$ cat src/rtl/pbus_arbiter.sv
// Two-master round-robin arbiter for the 0x7F00-0x7FFF peripheral window.
// One access at a time: IDLE -> ACCESS (WAIT_CYCLES) -> RESP, or IDLE -> RESP for an out-of-window address.
module pbus_arbiter #(
  parameter int unsigned WAIT_CYCLES = 1,
  parameter logic [23:0] WIN_BASE    = 24'h00007F
) (
  input  logic        clk,
  input  logic        reset,
  input  logic        m0_req,
  input  logic        m0_we,
  input  logic [31:0] m0_addr,
  input  logic [31:0] m0_wdata,
  output logic        m0_ack,
  output logic [31:0] m0_rdata,
  input  logic        m1_req,
  input  logic        m1_we,
  input  logic [31:0] m1_addr,
  input  logic [31:0] m1_wdata,
  output logic        m1_ack,
  output logic [31:0] m1_rdata,
  output logic        err,
  output logic [31:0] pbus_addr,
  output logic [31:0] pbus_wdata,
  output logic        pbus_we,
  input  logic [31:0] pbus_rdata,
  output logic        busy
);

  localparam logic [1:0] IDLE   = 2'd0;
  localparam logic [1:0] ACCESS = 2'd1;
  localparam logic [1:0] RESP   = 2'd2;

  localparam logic [3:0] CNT_INIT = 4'(WAIT_CYCLES - 1);

  logic [1:0]  state;
  logic        last_grant;
  logic        grant;
  logic        err_flag;
  logic [3:0]  cnt;
  logic        lat_we;
  logic [31:0] lat_addr;
  logic [31:0] lat_wdata;
  logic [31:0] rdata_lat;

  logic        any_req;
  logic        pick;
  logic        sel_we;
  logic [31:0] sel_addr;
  logic [31:0] sel_wdata;
  logic        sel_legal;

  assign any_req = m0_req | m1_req;

  // On a tie the master that did not win last time gets the bus.
  always_comb begin
    pick = last_grant;
    if (m0_req && m1_req) pick = ~last_grant;
    else if (m0_req)      pick = 1'b0;
    else if (m1_req)      pick = 1'b1;
  end

  assign sel_we    = pick ? m1_we    : m0_we;
  assign sel_addr  = pick ? m1_addr  : m0_addr;
  assign sel_wdata = pick ? m1_wdata : m0_wdata;
  assign sel_legal = (sel_addr[31:8] == WIN_BASE);

  // NOTE: sequential state uses non-blocking assignments so every flop samples pre-edge values.
  always_ff @(posedge clk) begin
    if (reset) begin
      state      <= IDLE;
      last_grant <= 1'b1;
      grant      <= 1'b0;
      err_flag   <= 1'b0;
      cnt        <= '0;
    end else begin
      case (state)
        IDLE: begin
          if (any_req) begin
            grant      <= pick;
            last_grant <= pick;
            err_flag   <= ~sel_legal;
            cnt        <= CNT_INIT;
            state      <= sel_legal ? ACCESS : RESP;
          end
        end
        ACCESS: begin
          if (cnt == 4'd0) state <= RESP;
          else             cnt   <= cnt - 4'd1;
        end
        RESP:    state <= IDLE;
        default: state <= IDLE;
      endcase
    end
  end

  // NOTE: datapath latches carry no reset; every output they feed is gated by state, which is reset.
  always_ff @(posedge clk) begin
    if (state == IDLE && any_req) begin
      lat_addr  <= sel_addr;
      lat_wdata <= sel_wdata;
      lat_we    <= sel_we;
      rdata_lat <= '0;
    end else if (state == ACCESS && cnt == 4'd0) begin
      rdata_lat <= lat_we ? 32'd0 : pbus_rdata;
    end
  end

  logic in_access;
  logic in_resp;

  assign in_access = (state == ACCESS);
  assign in_resp   = (state == RESP);

  assign pbus_addr  = in_access ? lat_addr  : 32'd0;
  assign pbus_wdata = in_access ? lat_wdata : 32'd0;
  // The count only falls, so its initial value marks the first ACCESS cycle: exactly one strobe per write.
  assign pbus_we    = in_access && lat_we && (cnt == CNT_INIT) && !reset;

  assign m0_ack   = in_resp && !grant;
  assign m1_ack   = in_resp &&  grant;
  assign m0_rdata = m0_ack ? rdata_lat : 32'd0;
  assign m1_rdata = m1_ack ? rdata_lat : 32'd0;
  assign err      = in_resp && err_flag;
  assign busy     = (state != IDLE);

endmodule

$ cat config.mk
export PLATFORM = sky130hd
export DESIGN_NAME = pbus_arbiter
export DESIGN_NICKNAME = d
export VERILOG_FILES = /design/src/rtl/pbus_arbiter.sv
export SDC_FILE = /design/constraint.sdc
export NUM_CORES = 1
export LEC_CHECK = 0
export CORE_ASPECT_RATIO = 0.9
export CORE_UTILIZATION = 30
export DETAILED_ROUTE_END_ITERATION = 10
export GPL_ROUTABILITY_DRIVEN = 0
export PLACE_DENSITY = 0.72
export SYNTH_ARGS = -nofsm -noshare
export SYNTH_HDL_FRONTEND = slang
export SYNTH_SLANG_ARGS = --single-unit
$ cat constraint.sdc
create_clock -name clk -period 5.2 [get_ports clk]
set_clock_uncertainty 0.2 [all_clocks]
set_input_delay 0.78 -clock clk [delete_from_list [all_inputs] [get_ports clk]]
set_output_delay 0.78 -clock clk [all_outputs]
set_load 0.005 [all_outputs]
==> impl_results.md <==
- Synth area leader: edfxtp_1
- P per Cell Area: 227 nW/µm²
- Final ANT Viol Nets: 0
- Hold Buf Count CTS: 0
- CTS tree: built
- Clk slew on worst S/H paths: 70 ps
- Max-slew violation count: 0
- CTS Sinks: 106
- Cells along the critical path: and2b_2, nand2_1, nor3b_1, clkdlybuf4s50_1
- Slowest library cell on the worst path: and2b_2
- Max-Cap Viols: 0
- Detailed-route via count: 4835
- Syn nets: 713
- Avg Vias per Cell: 4.52
- Share of cells above drive strength 1: 0.0869
- Met3 Usage GRT: 0.0477
- Per-cell routed wire length: 15.2 µm
- Syn_area_per_cell: 9.97 µm²
- Post-CTS Setup Repair Bufs: 0
- Crit path DAT: 2490 ps
- Setup TNS: 0 ps
- Startpoint class of the critical path: flip-flop
- Gr usage total: 0.167
- Setup CP Type: reg2out
- FF+latch count, synth: 106
- GR peak layer: met2
- FF-to-FF path depth: 6
- Worst endpoint required time: 4220 ps
- Netlist Area Pre-Place: 5430 µm²
- Worst Hold Endpoint: rdata_lat[14]
- Total grt overflow: 0
- Worst vdd ir: 0.135 mV
- RSZ-0062 raised after global routing: no
- Worst Path Max Fanout: 66
- Hold Fails Final Rpt: 0
- Root buf cell: clkbuf_16
- Area grow syn2layout: 64.5%
- Met2 Use GR: 0.293
- Status: complete, no violations
- Largest net degree at the start of global routing: 67
- Leak: 3.23 nW
- Setup slack, reg-to-reg: 2760 ps
- Seq/Total Area, Yosys: 0.510
- HP Class: reg2reg
- Final period util: 0.668
- Yosys cell types: 36
- Global Route met1 Usage: 0.196
- Slew Limit Headroom: 0.250
- Final setup violation count: 0
- Initial Utilization: 0.308
- DRC: 0
- Fin crit period: 3470 ps
- ANT cells: 0
- Number of global-route vias before repair: 4501
- Worst-Margin Slew: 1130 ps
- Clk_lat worst skew: 350 ps
- First-pass GRT wire length: 23700 µm
- Die height: 130 µm
- Post-Synthesis Cells: 545
- DRT Pass-1 Iters: 5
- Synth Warn #: 0
- Ranking of synthesized cells by area: edfxtp_1 36%, dfxtp_1 15%, and2_1 15%
- Post_cts resized: 0
- Yosys top cell area share: 0.359
- Rows: 46
- Clock Path Buffers: 2
- Post-DP HPWL: 11900 µm
- Final nets: 992
- Die ar.: 18700 µm²
- Hold_sp: rdata_lat[14]
- CP endpoint kind: output port
- Min-Delay Path Depth: 2
- Die X: 144 µm
- Post-placement cell area: 8630 µm²
- Critical Path Max Stage Delay: 810 ps
- FF-to-FF Start: state[0]
- Core box area: 17700 µm²
- Max Clock Freq: 288 MHz
- Reg2reg end: grant
- Finished Cell Area: 8940 µm²
- Final WL: 16300 µm
- H-Tree Level Count: 3
- Total power: 2.03 mW
- Drt initial violations: 214
- Ports: 299
- Port bufs: 298
- Initial antenna violation count: 0
- TritonCTS Buffers: 9
## per-layer routing
metal | wire length (µm) | vias up
met5 | 0 | -
met4 | 243 | 0
met3 | 1380 | 17
met2 | 8010 | 183
met1 | 6620 | 2235
li1 | - | 2400
## report_power, final
group          internal [mW]  switching (mW)  leakage (nW)  total [mW]
sequential             0.975          0.0158         0.976       0.991
clock                  0.423           0.300         0.148       0.723
combinational          0.187           0.130          2.11       0.316
## layout by cell type, fill, tap and decap left out, types with 4 or more instances in the layout
cell type and instances:
nand2_1 110, nor2_1 5, buf_4 5, a21oi_1 36, dfxtp_1 41, nand3b_1 32, or3_1 4, and2_1 129
nor4_1 4, mux2_2 41, nor4b_1 6, inv_1 4, clkbuf_16 9, clkdlybuf4s50_1 298, edfxtp_1 65
## logic make-up after synthesis
family | after synthesis | synth area share
AOI/OAI and AO/OA | 46 | 0.0477
adders and majority gates | 2 | 0.00460
buffers and inverters | 41 | 0.0343
DFF | 106 | 0.510
muxes | 42 | 0.0868
and+or+nand+nor | 308 | 0.316
## per-stage QoR
step           utilization  hold slack [ps]  std cells  setup WS [ps]
2_1_floorplan            -              236        545           2460
3_3_place_gp         0.488              246       1053           1970
3_5_place_dp         0.488              254       1053           1950
4_1_cts              0.506              263       1069           1570
5_1_grt              0.506              280       1069           1410
6_report             0.506              263       1069           1730
## state kept, by name, indices dropped and copies added (netlist names)
| register | cells |
|---|---|
| lat_addr | 32 |
| lat_wdata | 32 |
| rdata_lat | 32 |
| cnt | 4 |
| state | 2 |
| err_flag | 1 |
| grant | 1 |
| last_grant | 1 |
| lat_we | 1 |
## area by class of cell
| type | count | area [µm²] |
|---|---|---|
| Tap cell | 240 | 300 |
| Clock inverter | 5 | 80.1 |
| Clock buffer | 11 | 233 |
| Timing Repair Buffer | 304 | 3040 |
| Sequential cell | 106 | 2770 |
| Inverter | 5 | 21.3 |
| Fill cell | 1628 | 8730 |
| Multi-Input combinational cell | 398 | 2490 |
## how the worst max path moves through the flow
stage          cells past startpoint          end  startpoint  slack, ps
2_1_floorplan                      4  lat_addr[0]      m1_req       2460
3_3_place_gp                       7        grant      m1_req       1970
3_5_place_dp                       7        grant      m1_req       1950
4_1_cts                            4      pbus_we    state[0]       1570
5_1_grt                            4      pbus_we    state[0]       1410
6_report                           4      pbus_we    state[0]       1730
## cell usage after synthesis, drive strengths merged
cell type	instances
a21o	1
a21oi	38
and2	129
and2b	1
and3b	1
and4	2
buf	14
clkbuf	22
dfxtp	41
edfxtp	65
ha	2
inv	5
mux2	41
mux2i	1
nand2	110
nand2b	2
nand3b	32
nand4	2
nand4b	1
nor2	5
nor3	2
nor3b	4
nor4	4
nor4b	6
o21ai	3
o22a	1
o22ai	2
o32ai	1
or2	2
or3	5
## critical path, delay by kind of cell (launching register included)
kind | cells | cell delay (ps)
buffers and inverters | 1 | 530
DFF | 1 | 420
and+or+nand+nor | 3 | 1190
No activity file was read; power rests on OpenSTA's default activity.
